<file path="src/rtl/led_fader_pkg.sv">
// Shared types and defaults for the LED fader: channel state encoding,
// brightness ceiling helper and default PWM/fade parameters.
package led_fader_pkg;

  typedef enum logic [1:0] {
    OFF  = 2'd0,
    RISE = 2'd1,
    ON   = 2'd2,
    FALL = 2'd3
  } fade_state_t;

  localparam int N_LEDS_DEF   = 5;
  localparam int PWM_BITS_DEF = 8;
  localparam int FADE_DIV_DEF = 1024;

  function automatic int bmax(input int pwm_bits);
    return (1 << pwm_bits) - 1;
  endfunction

endpackage

</file>
<file path="src/rtl/led_fader_channel.sv">
// One LED channel: OFF/RISE/ON/FALL fade FSM, brightness register, duty curve
// and registered PWM compare. Define LED_FADER_GAMMA_EN for a squared duty curve.
module led_fader_channel
  import led_fader_pkg::*;
#(
  parameter int PWM_BITS = PWM_BITS_DEF
) (
  input  logic                clk,
  input  logic                rst,
  input  logic                tick_i,
  input  logic [PWM_BITS-1:0] pwm_cnt_i,
  input  logic                in_i,
  output logic                led_o,
  output logic                active_o
);

  localparam logic [PWM_BITS-1:0] BMAX = PWM_BITS'(bmax(PWM_BITS));
  localparam logic [PWM_BITS-1:0] BZERO = '0;

  fade_state_t         state_q;
  logic [PWM_BITS-1:0] b_q;
  logic [PWM_BITS-1:0] duty;
  logic                led_q;

`ifdef LED_FADER_GAMMA_EN
  function automatic logic [PWM_BITS-1:0] duty_curve(input logic [PWM_BITS-1:0] b);
    logic [2*PWM_BITS-1:0] sq;
    sq = (2*PWM_BITS)'(b) * (2*PWM_BITS)'(b);
    return PWM_BITS'(sq >> PWM_BITS);
  endfunction
`else
  function automatic logic [PWM_BITS-1:0] duty_curve(input logic [PWM_BITS-1:0] b);
    return b;
  endfunction
`endif

  assign duty = duty_curve(b_q);

  // Direction changes win over a coincident tick; the b == BMAX / b == 0
  // guards cover a reversal that lands exactly on an end point.
  always_ff @(posedge clk) begin
    if (rst) begin
      state_q <= OFF;
      b_q     <= '0;
    end else begin
      case (state_q)
        OFF: begin
          b_q <= '0;
          if (in_i) state_q <= RISE;
        end
        RISE: begin
          if (!in_i) begin
            state_q <= FALL;
          end else if (b_q == BMAX) begin
            state_q <= ON;
          end else if (tick_i) begin
            b_q <= b_q + 1'b1;
            if (b_q == BMAX - 1'b1) state_q <= ON;
          end
        end
        ON: begin
          b_q <= BMAX;
          if (!in_i) state_q <= FALL;
        end
        FALL: begin
          if (in_i) begin
            state_q <= RISE;
          end else if (b_q == BZERO) begin
            state_q <= OFF;
          end else if (tick_i) begin
            b_q <= b_q - 1'b1;
            if (b_q == PWM_BITS'(1)) state_q <= OFF;
          end
        end
        default: begin
          state_q <= OFF;
          b_q     <= '0;
        end
      endcase
    end
  end

  always_ff @(posedge clk) begin
    if (rst) begin
      led_q <= 1'b0;
    end else if (b_q == BZERO) begin
      led_q <= 1'b0;
    end else if (b_q == BMAX) begin
      led_q <= 1'b1;
    end else begin
      led_q <= (pwm_cnt_i < duty);
    end
  end

  assign led_o    = led_q;
  assign active_o = (state_q == RISE) || (state_q == FALL);

endmodule

</file>
<file path="src/rtl/led_fader.sv">
// LED fader top: input register, shared fade prescaler and PWM counter,
// one fade channel per LED and registered busy flag. Optional LED_FADER_GAMMA_EN.
module led_fader
  import led_fader_pkg::*;
#(
  parameter int N_LEDS   = N_LEDS_DEF,
  parameter int PWM_BITS = PWM_BITS_DEF,
  parameter int FADE_DIV = FADE_DIV_DEF
) (
  input  logic              clk,
  input  logic              rst,
  input  logic [N_LEDS-1:0] in_level,
  output logic [N_LEDS-1:0] led,
  output logic              busy
);

  localparam int PRE_W = (FADE_DIV > 2) ? $clog2(FADE_DIV) : 1;
  localparam logic [PRE_W-1:0] PRE_LAST = PRE_W'(FADE_DIV - 1);

  logic [PRE_W-1:0]    presc_q;
  logic [PWM_BITS-1:0] pwm_q;
  logic [N_LEDS-1:0]   in_q;
  logic [N_LEDS-1:0]   active;
  logic                busy_q;
  logic                tick;

  assign tick = (presc_q == PRE_LAST);

  always_ff @(posedge clk) begin
    if (rst) begin
      presc_q <= '0;
      pwm_q   <= '0;
      in_q    <= '0;
      busy_q  <= 1'b0;
    end else begin
      presc_q <= tick ? '0 : presc_q + 1'b1;
      pwm_q   <= pwm_q + 1'b1;
      in_q    <= in_level;
      busy_q  <= |active;
    end
  end

  for (genvar i = 0; i < N_LEDS; i++) begin : g_ch
    led_fader_channel #(
      .PWM_BITS(PWM_BITS)
    ) u_ch (
      .clk      (clk),
      .rst      (rst),
      .tick_i   (tick),
      .pwm_cnt_i(pwm_q),
      .in_i     (in_q[i]),
      .led_o    (led[i]),
      .active_o (active[i])
    );
  end

  assign busy = busy_q;

endmodule

</file>
<file path="config.mk">
export PLATFORM = sky130hd
export DESIGN_NAME = led_fader
export DESIGN_NICKNAME = d
export VERILOG_FILES = /design/src/rtl/led_fader_pkg.sv /design/src/rtl/led_fader_channel.sv /design/src/rtl/led_fader.sv
export SDC_FILE = /design/constraint.sdc
export NUM_CORES = 1
export LEC_CHECK = 0
export CAP_MARGIN = 20
export CORE_AREA = 2 2 132 134
export CTS_BUF_LIST = sky130_fd_sc_hd__clkbuf_4 sky130_fd_sc_hd__clkbuf_8
export DETAILED_ROUTE_END_ITERATION = 10
export DIE_AREA = 0 0 134 136
export SYNTH_ARGS = -nofsm -noshare
export SYNTH_HDL_FRONTEND = slang
export SYNTH_SLANG_ARGS = --single-unit
export TNS_END_PERCENT = 20
</file>
<file path="constraint.sdc">
create_clock -name clk -period 3.7 [get_ports clk]
set_input_delay 0.37 -clock clk [delete_from_list [all_inputs] [get_ports clk]]
set_output_delay 0.37 -clock clk [all_outputs]
set_load 0.03 [all_outputs]
</file>
Word-level counts from Yosys, hierarchy flattened --
Index checks and enable logic that the tools add are counted.
Storage, ports and cells: bits in registers 79, input port bits 7, output and inout bits 6, logic and storage cells 254
Operators by class: mux-type cells 95, $lt $le $gt $ge 5, $add $sub $neg 12, reduce and logical (&&, ||, !) cells 32, equality and inequality tests 91
Operators with widths (number):
- 8-bit 2-to-1 mux | 30
- 8-bit case mux with 4 select lines | 5
- 2-bit 2-to-1 mux | 50
- 8-bit == test (second input constant) | 10
- 2-bit != test (second input constant) | 40
- 6-bit AND reduction | 10
- 8-bit by 1-bit adder with 8-bit output (second input constant) | 6
- 8-bit by 1-bit == test with 1-bit output (second input constant) | 5
- 8-bit logical NOT | 5
- 8-bit less-than comparator | 5
- 4-bit by 2-bit != test with 1-bit output (second input constant) | 10
- 4-bit by 3-bit != test with 1-bit output (second input constant) | 10
- 2-bit case mux with 4 select lines | 5
- 8-bit by 1-bit subtractor with 8-bit output (second input constant) | 5
- 2-bit == test (second input constant) | 10
- 2-bit OR reduction | 6
- 10-bit by 1-bit adder with 10-bit output (second input constant) | 1
- 10-bit == test (second input constant) | 1
- 2-bit by 1-bit == test with 1-bit output (second input constant) | 5
- 2-bit logical NOT | 5
- 1-bit logical OR | 5
- 1-bit 2-to-1 mux | 5
- 5-bit OR reduction | 1

Longest topological paths before layout --
Gate-level depths: netlist of run 1.
word-level depth 6, gate-level depth with buffers 10, depth with buffers taken out 8

Cells and area by module --
A second synthesis of run 1 with hierarchy kept.
Second synthesis, totals: cell total of the unflattened synthesis 858, area total of the unflattened synthesis 6882.9 um2
By module, submodules not included:
- led_fader_channel at g_ch[0].u_ch ... | instances 3, sequential area each 220.2 um2, area each 1198.6 um2, cells each 154
- led_fader_channel at g_ch[4].u_ch | instances 1, sequential area each 220.2 um2, area each 1189.9 um2, cells each 149
- led_fader_channel at g_ch[1].u_ch | instances 1, sequential area each 220.2 um2, area each 1162.4 um2, cells each 148
- led_fader | instances 1, sequential area each 480.5 um2, area each 934.6 um2, cells each 99

Worst setup path after synthesis of run 1 --
No wires, ideal clock.
kind flip-flop to flip-flop, start register g_ch[3].u_ch.b_q[1], end register g_ch[3].u_ch.state_q[1], library setup time 0.128 ns, buffers on the path 1, cell stages (with the launch flop) 10, path slack 1.548 ns, arrival 2.024 ns, period minus slack after synthesis 2.152 ns, cells stage by stage dfxtp_1 clkbuf_1 inv_1 ha_1 or4b_2 nor3_1 o21ai_0 a22oi_1 mux2i_1 nor2_1
On the way: word-level cells in the longest chain between the ends 4
Ends and longest elaborated chain:
- from (decl) | RTL line led_fader_channel.sv:21 | logic [PWM_BITS-1:0] b_q;
- from (signal assigned) | RTL line led_fader_channel.sv:57 | b_q <= b_q + 1'b1;
- from (signal assigned) | RTL line led_fader_channel.sv:71 | b_q <= b_q - 1'b1;
- 8-bit == test / 8-bit logical NOT (equally long branches) | RTL line led_fader_channel.sv:54, led_fader_channel.sv:68
- 2-bit 2-to-1 mux (on tied branches) | RTL line led_fader_channel.sv:54, led_fader_channel.sv:68
- 2-bit 2-to-1 mux (on tied branches) | RTL line led_fader_channel.sv:52, led_fader_channel.sv:66
- 2-bit case mux with 4 select lines | RTL line led_fader_channel.sv:46 | case (state_q)
- to (signal assigned) | RTL line led_fader_channel.sv:49 | if (in_i) state_q <= RISE;
- to (signal assigned) | RTL line led_fader_channel.sv:53 | state_q <= FALL;
- to (signal assigned) | RTL line led_fader_channel.sv:55 | state_q <= ON;
- to (decl) | RTL line led_fader_channel.sv:20 | fade_state_t state_q;
Parallel ways exist; a longest one is shown, timed or not. A chain may end at the register's enable or synchronous reset.

Final worst setup path of run 1 --
start register presc_q[0], end register g_ch[3].u_ch.b_q[2]
On the way: word-level cells in the longest chain between the ends 3
Ends and longest elaborated chain:
- from (decl) | RTL line led_fader.sv:20 | logic [PRE_W-1:0] presc_q;
- from (signal assigned) | RTL line led_fader.sv:36 | presc_q <= tick ? '0 : presc_q + 1'b1;
- 10-bit == test (*) | RTL line led_fader.sv:27 | assign tick = (presc_q == PRE_LAST);
- 2-bit != test (no line)
- 6-bit AND reduction (no line) (*)
Mark *: on every way between the ends. The rest lies on a longest branch, timed or not.

==> out/metrics.cfg, run 1 <==
[outcome]
status = complete, no violations

[floorplan]
die_area_um2 = 18200
die_h_um = 136
die_w_um = 134
start_util_pct = 39.1
core-area_um2 = 16900
rows = 48
ios = 13

[setup_path]
crit_path_end_kind = register
start_kind = register
path_cells = ha_1 -> nand4_2 -> or3_1 -> a21oi_1 -> o32a_1 -> mux2i_1 -> nor2_1
crit_buf_inv = 0
max_stage_delay_ps = 580
arrival_ps = 2790
crit_slowest_cell = or3_1
cp_max_fo = 15
path_class = reg -> reg
critical-path-top-delay-family = simple AND/OR/NAND/NOR gates
crit_required_ps = 3970

[power_and_ir_drop]
vdd_drop_max_v = 0.000204
powerDensity_nw_per_um2 = 575
cellLeakagePower_nw = 2.67
p_total_mw = 4.01

[finish]
instances_no_fill = 1057
final_cell_area_um2 = 6980
drive_above_1_share_pct = 4.45
utilization_pct = 41.4
final_nets = 921
area_delta_synth_final_pct = 5.88
antenna_cells = 0

[grt]
antenna_found_initial = 0
grt_max_degree = 46
grt_pass1_wl_um = 27100
grt_pass1_vias = 5478
grt_usage_pct = 18.2
overflow = 0

[synthesis]
synth.avg_cell_area_um2 = 7.72
ys_top_cells_by_count = 102 x nor2_1, 87 x ha_1, 79 x dfxtp_1
synth_top_area_share_pct = 24.0
synth_area_um2 = 6590
ys.flop_type = dfxtp_1
synthArstFlopShare_pct = 0
synth_cell_types = 70
ys_ff_latch = 79
synth_edf_count = 0
yosysTopAreaCell = dfxtp_1
syn_inst = 854
yosysSeqAreaShare_pct = 24.0
syn-num-nets = 948
synthTopCellsByArea = dfxtp_1 24%, ha_1 17%, nor2_1 5.8%, inv_1 4.2%, a21oi_1 3.6%
synthMostInstantiatedCell = nor2_1
yosysWarningCount = 0

[route]
first_pass_iters = 5
dr_total_vias = 5912
drc = 0
wirelength_um = 16000
wl_per_cell_um = 15.2
viasPerCell = 5.59
ant_nets = 0
drtIter0Drc = 543

[place]
dp.cells = 1041
postPlaceCellArea_um2 = 6780
gp_congestion = 0.819
io_buffers = 12
dp_hpwl_um = 11300

[timing]
finalHoldViolations = 0
slew_viol_final = 0
finalSetupViolations = 0
fin_setup_tns_ps = 0
slew_headroom_pct = 42.4
post-route-period-util_pct = 68.1
rsz0062_at_grt = false
min_period_ps = 2520
fmax_mhz = 397
tightest_slew_ps = 857
clock_skew_ps = 13.6

[clock_network]
clock_path_buffers = 2
cts_root_buf = clkbuf_8
clk_pin_slew_ps = 90
clock_latency_ps = 380
htreeDepth = 3
cts_buffers = 9
clkSinkCount = 79
cts_tree = done
post_cts.resized_instances = 0
post-cts-setup-buffers = 0
postCtsHoldBufs = 0

[hold_path]
hold_path_class = in -> reg

[job]
maxCapViolCount = 0

final timing paths:
path,from,end,slack (ps),depth (start not counted)
max,presc_q[0],g_ch[3].u_ch.b_q[2],1180,7
min,rst,g_ch[1].u_ch.b_q[3],470,2
max reg2reg,presc_q[0],g_ch[3].u_ch.b_q[2],1180,7
min reg2reg,presc_q[0],presc_q[0],470,1
routing by layer:
layer | GRT usage, % | share of wire [%] | up-vias
met1 | 24.3 | 48 | 2745
met5 | 0 | 0 | -
met3 | 2.46 | 3.7 | 27
met4 | 8.22 | 2.5 | 0
li1 | - | - | 3014
met2 | 29.3 | 45 | 126
power breakdown:
part           switching [mW]  leakage (nW)  internal (mW)
registers               0.216         0.643          0.988
clock network           0.353        0.0964          0.327
logic                    1.31          1.94          0.822
stage by stage:
step,worst slack [ps],hold slack (ps)
final,1180,466
after global routing,995,494
after CTS,1200,450
after detailed placement,1210,449
after global placement,1240,449
after floorplan,1550,430
registers in the layout, summed over array words and instances, names as in the netlist:
| register | flops |
|---|---|
| busy | 1 |
| g_ch.u_ch.state_q | 10 |
| presc_q | 10 |
| g_ch.u_ch.b_q | 40 |
| pwm_q | 8 |
| in_q | 5 |
| g_ch.u_ch.led_o | 5 |
kinds of logic after synthesis:
| kind of cell | Yosys count | share of synthesized area, % |
|---|---|---|
| AO/OA/AOI/OAI | 222 | 22.9 |
| XOR/XNOR | 26 | 3.45 |
| adder cells (fa/ha/maj) | 87 | 16.5 |
| buffers and inverters | 128 | 7.80 |
| flip-flops | 79 | 24.0 |
| multiplexers | 19 | 3.09 |
| AND/OR/NAND/NOR | 293 | 22.2 |
layout by cell type (no fill, tap or decap), types with 8 or more instances in the layout:
cell type	count
nand2_1	49
clkbuf_8	9
or3_1	8
nand4_1	10
and3_1	14
dfxtp_1	79
xnor2_1	21
a31oi_1	14
o21ai_0	47
a211oi_1	14
o31ai_1	17
a21oi_1	48
nor3_1	16
mux2i_1	17
nand3_1	47
nor2_1	102
clkdlybuf4s50_1	11
ha_1	87
inv_1	74
layout make-up:
type	instances	area, um2
Fill cell	1744	9900
Multi-Input combinational cell	647	4500
Sequential cell	79	1580
Tap cell	225	282
Inverter	74	278
Timing Repair Buffer	16	145
Clock buffer	11	139
Clock inverter	5	58.8
No activity file was read; power rests on OpenSTA's default activity.
==> run 2, diff against run 1 <==
==> constraint.sdc (replaced) <==
create_clock -name clk -period 2.2 [get_ports clk]
set_input_delay 0.22 -clock clk [delete_from_list [all_inputs] [get_ports clk]]
set_output_delay 0.22 -clock clk [all_outputs]
set_load 0.03 [all_outputs]
==> run 2 against run 1 <==
  * Worst hold slack lost 230 ps
  * Critical path depth grew 1
  * Die area is the same
  * Largest power group unchanged
  * Power grew 78%
  * Highest routed layer unchanged
  * Cell count grew 4.8%
  * Non-clock buffer count grew 51
  * Wire length grew 4.6%
  * Largest cell class unchanged
  * Clock-buffer cell count is the same
==> out/metrics.cfg, run 2 (synthesis results as in run 1) <==
[place]
dp_hpwl_um = 12200
dp.cells = 1092
pre_cts_slack_ps = 84.0
gp_congestion = 0.902
io_buffers = 12

[timing]
timing.final.ws_setup_ps = 90.0
fmax_mhz = 474
min_period_ps = 2110
finalSetupViolations = 0
clock_skew_ps = 11.1
post-route-period-util_pct = 95.9
rsz0062_at_grt = true
finalHoldViolations = 0
slew_viol_final = 0
tightest_slew_ps = 452
slew_headroom_pct = 69.6

[finish]
reg.largest.list = g_ch.u_ch.b_q: 40 flops, g_ch.u_ch.state_q: 10 flops, presc_q: 10 flops
instances_no_fill = 1108
final_common_cell = nor2_1
most-common-layout-cells = 102 x nor2_1, 87 x ha_1, 78 x dfxtp_1
multi_input_area_um2 = 4510
drive_above_1_share_pct = 10.4
fillers = 1716
utilization_pct = 43.8
final-seq-area_um2 = 1580
antenna_cells = 0
final_nets = 972
regMostFlops = g_ch.u_ch.b_q
largest_reg_flops = 40
area_delta_synth_final_pct = 12.1

[clock_network]
cts_tree = done
post-cts-setup-buffers = 0
clock_path_buffers = 2
clock_latency_ps = 380
clkSinkCount = 79
post_cts.resized_instances = 0
postCtsHoldBufs = 0
cts_buffers = 9
htreeDepth = 3
cts_root_buf = clkbuf_8
clk_pin_slew_ps = 90

[route]
drtIter0Drc = 433
wl_per_cell_um = 15.1
drc = 0
dr_total_vias = 6123
dr_wl_met3_um = 574
wirelength_um = 16800
viasPerCell = 5.53
maxUsedRoutingLayer = met4
m1WireLength_um = 8430
ant_nets = 0
first_pass_iters = 5
wl_met2_um = 7490

[job]
maxCapViolCount = 0

[setup_path]
start_kind = register
timing.rr.start = presc_q[1]
path_class = reg -> reg
regToRegSetupSlack_ps = 90
critPathLaunch = presc_q[1]
cp_max_fo = 15
crit_path_end_kind = register
crit_slowest_cell = or3_1
reg2reg_depth = 8
timing.rr.end = g_ch[1].u_ch.b_q[4]
arrival_ps = 2430
crit_buf_inv = 1
cpMostUsedCell = or3_1
critPathCapture = g_ch[1].u_ch.b_q[4]
crit_cells = 8
critical-path-top-delay-family = simple AND/OR/NAND/NOR gates
path_cells = ha_1 -> nand4_2 -> or3_1 -> nor4_4 -> a311oi_2 -> buf_4 -> or3_1 -> a21oi_1
crit_required_ps = 2520
max_stage_delay_ps = 400

[grt]
grt_pass1_wl_um = 27900
overflow = 0
grt_max_degree = 58
grt_pass1_vias = 5536
grt_usage_pct = 18.8
antenna_found_initial = 0

[power_and_ir_drop]
p_total_mw = 7.16
vdd_drop_max_v = 0.000352
powerDensity_nw_per_um2 = 969
cellLeakagePower_nw = 2.93

[hold_path]
whs_path_depth = 2
hold_path_class = in -> reg

[floorplan]
die_area_um2 = 18200
start_util_pct = 39.1
die_h_um = 136
core-area_um2 = 16900
rows = 48
die_w_um = 134
ios = 13

[outcome]
status = complete, no violations

==> run 2: cell count changes in the layout (fill, tap and decap cells not counted), sizes merged <==
cell	previous run	this run
buf	5	56
==> run 2: final cells by class <==
class	count	share of cell area, %
clock buffer	11	1.88
sequential	79	21.4
timing repair buffer	67	7.32
multi-input combinational	647	61.0
tap	225	3.81
clock inverter	5	0.796
inverter	74	3.76
==> run 2: worst min path at each step <==
stage / from / to / slack [ps]
after floorplan: in_level[0] / in_q[0] / 350
after global placement: g_ch[1].u_ch.b_q[1] / g_ch[1].u_ch.b_q[1] / 480
after detailed placement: g_ch[1].u_ch.b_q[1] / g_ch[1].u_ch.b_q[1] / 480
after CTS: rst / g_ch[4].u_ch.b_q[3] / 230
after global routing: rst / g_ch[3].u_ch.state_q[1] / 230
final: rst / g_ch[3].u_ch.state_q[1] / 230
==> run 2: power by group <==
part | leakage [nW] | switching (mW) | internal, mW
clock network | 0.0964 | 0.601 | 0.550
logic | 2.19 | 2.37 | 1.69
registers | 0.643 | 0.292 | 1.66
==> run 2: worst register-to-register path, stage by stage, from the launching register on <==
cell and delay [ps]:
dfxtp_1 360, ha_1 190, nand4_2 90, or3_1 400, nor4_4 240, a311oi_2 70
buf_4 200, or3_1 350, a21oi_1 140
==> run 2: per-layer routing <==
metal | vias up | GRT usage [%]
met5 | - | 0
met4 | 0 | 5.38
met3 | 18 | 3.47
met2 | 121 | 30.4
met1 | 2866 | 25.7
li1 | 3118 | -
==> run 2: per-stage QoR <==
| step | hold WS [ps] | cell area (um2) | TNS [ps] |
|---|---|---|---|
| final | 233 | 7390 | 0 |
| after global routing | 225 | 7390 | -115 |
| after CTS | 225 | 7370 | 0 |
| after detailed placement | 485 | 7180 | 0 |
| after global placement | 479 | 7180 | 0 |
| after floorplan | 348 | 6590 | 0 |
==> run 3, diff against run 2 <==
--- a/config.mk
+++ b/config.mk
@@ -6,10 +6,11 @@
 export NUM_CORES = 1
 export LEC_CHECK = 0
 export CAP_MARGIN = 20
-export CORE_AREA = 2 2 132 134
+export CORE_AREA = 2 2 112 157
 export CTS_BUF_LIST = sky130_fd_sc_hd__clkbuf_4 sky130_fd_sc_hd__clkbuf_8
 export DETAILED_ROUTE_END_ITERATION = 10
-export DIE_AREA = 0 0 134 136
+export DIE_AREA = 0 0 114 159
+export SLEW_MARGIN = 20
 export SYNTH_ARGS = -nofsm -noshare
 export SYNTH_HDL_FRONTEND = slang
 export SYNTH_SLANG_ARGS = --single-unit
==> run 3 against run 2 <==
  * Clock power down 15%
  * Non-clock buffer count up 10
  * Register-to-register slack better by 40 ps
  * Wire length up 4.2%
  * Worst hold slack worse by 4.7 ps
  * Die area down 0.54%
  * Worst setup slack better by 36 ps
  * Critical path type unchanged
==> out/metrics.cfg, run 3 (synthesis results as in run 1) <==
[outcome]
status = complete, no violations

[route]
ant_nets = 0
viasPerCell = 5.70
dr_total_vias = 6237
drtIter0Drc = 356
wirelength_um = 17500
wl_per_cell_um = 16.0
drc = 0
first_pass_iters = 5

[setup_path]
timing.rr.start = presc_q[1]
timing.rr.end = g_ch[0].u_ch.b_q[4]
path_class = reg -> reg
reg2reg_depth = 10
crit_path_end_kind = register
start_kind = register
arrival_ps = 2380
cp_max_fo = 9
regToRegSetupSlack_ps = 130
crit_required_ps = 2510

[hold_path]
whs_path_depth = 2
hold_path_class = in -> reg
min-delay-start = rst
min_to = g_ch[3].u_ch.b_q[2]

[clock_network]
htreeDepth = 3
clkSinkCount = 79
clock_path_buffers = 2
cts_tree = done
postCtsHoldBufs = 0
clk_pin_slew_ps = 80
clock_latency_ps = 360
cts_root_buf = clkbuf_8
cts_buffers = 9

[place]
dp_hpwl_um = 12800
io_buffers = 12
pre_cts_slack_ps = 29.1
gp_congestion = 0.875
postPlaceCellArea_um2 = 7200

[finish]
reg.largest.list = g_ch.u_ch.b_q: 40 flops, g_ch.u_ch.state_q: 10 flops, presc_q: 10 flops
final_nets = 982
utilization_pct = 44.3
regMostFlops = g_ch.u_ch.b_q
fillers = 1700
final_common_cell = nor2_1
final_cell_area_um2 = 7390
area_delta_synth_final_pct = 12.2
most-common-layout-cells = 102 x nor2_1, 86 x ha_1, 77 x dfxtp_1
largest_reg_flops = 40
antenna_cells = 0
drive_above_1_share_pct = 11.4

[timing]
finalHoldViolations = 0
rsz0062_at_grt = true
min_period_ps = 2070
post-route-period-util_pct = 94.3
timing.hold.ws_ps = 228
slew_headroom_pct = 67.3
finalSetupViolations = 0
slew_viol_final = 0
clock_skew_ps = 6.71
timing.final.ws_setup_ps = 126
tightest_slew_ps = 490
fmax_mhz = 482

[power_and_ir_drop]
power_frac_seq_pct = 27.4
sw_frac_of_total_pct = 45.8
cellLeakagePower_nw = 2.97
powerDensity_nw_per_um2 = 956
clock_power_share_pct = 13.8
p_sw_mw = 3.24
internal-power_mw = 3.83
vdd_drop_max_v = 0.000343
combPwrFrac_pct = 58.7
p_total_mw = 7.07

[grt]
grt_pass1_wl_um = 29200
antenna_found_initial = 0
grt_usage_pct = 19.5
grt_max_degree = 32
grt_pass1_vias = 6021
overflow = 0

[floorplan]
die_w_um = 114
rows = 56
start_util_pct = 39.5
ios = 13
core-area_um2 = 16700
die_h_um = 159
die_area_um2 = 18100

[job]
maxCapViolCount = 0

## run 3: critical path, stage by stage (launching register included)
cell	delay, ps
dfxtp_2	350
ha_2	190
nand4_2	80
buf_4	160
nor3_4	220
buf_6	180
a31oi_1	80
o22ai_1	160
buf_4	200
mux2_2	340
nor2_1	70
## run 3: stage by stage
step	std cells	setup TNS (ps)
detailed placement	1078	0
finish	1094	0
floorplan	854	0
CTS	1092	0
global placement	1078	0
global route	1094	-40.4
## run 3: how the worst max path moves through the flow
stage	start	endpoint	slack, ps
final	presc_q[1]	g_ch[0].u_ch.b_q[4]	130
after global routing	presc_q[1]	g_ch[0].u_ch.b_q[4]	-30
after CTS	g_ch[3].u_ch.state_q[1]	g_ch[3].u_ch.state_q[0]	6
after detailed placement	g_ch[3].u_ch.state_q[1]	g_ch[3].u_ch.state_q[0]	30
after global placement	g_ch[3].u_ch.state_q[0]	g_ch[3].u_ch.state_q[0]	50
after floorplan	g_ch[3].u_ch.b_q[1]	g_ch[3].u_ch.state_q[1]	50
## run 3: repair_timing
action	4_1_cts	5_1_grt
buffers inserted	0	2
endpoints found under the setup margin	1	11
gates resized for setup	0	9
pin swaps	1	2
## run 3: power by group through the flow
stage	registers [mW]	clock network, mW	logic (mW)
2_1_floorplan	1.90	0	2.88
3_3_place_gp	1.97	0	4.09
3_5_place_dp	1.97	0	4.09
4_1_cts	1.94	1.02	4.11
5_1_grt	1.98	1.08	4.64
6_report	1.94	0.977	4.15
## run 3: layout make-up
| class | count | area, um2 | area share, % |
|---|---|---|---|
| multi-input cells | 647 | 4510 | 61.0 |
| repair buffers | 77 | 607 | 8.21 |
| clock inverters | 4 | 23.8 | 0.322 |
| flip-flops and latches | 79 | 1580 | 21.4 |
| inverters | 74 | 278 | 3.76 |
| well taps | 203 | 254 | 3.44 |
| clock buffers | 10 | 138 | 1.86 |
## run 3: layer usage
metal  wire (um)  part of all wire (%)  vias to the layer above  track usage (%)
li1            -                     -                     3137                -
met4         326                   1.9                        0             5.99
met5           0                     0                        -                0
met2        8810                    50                      131             34.0
met3         559                   3.2                       23             2.89
met1        7760                    44                     2946             24.6
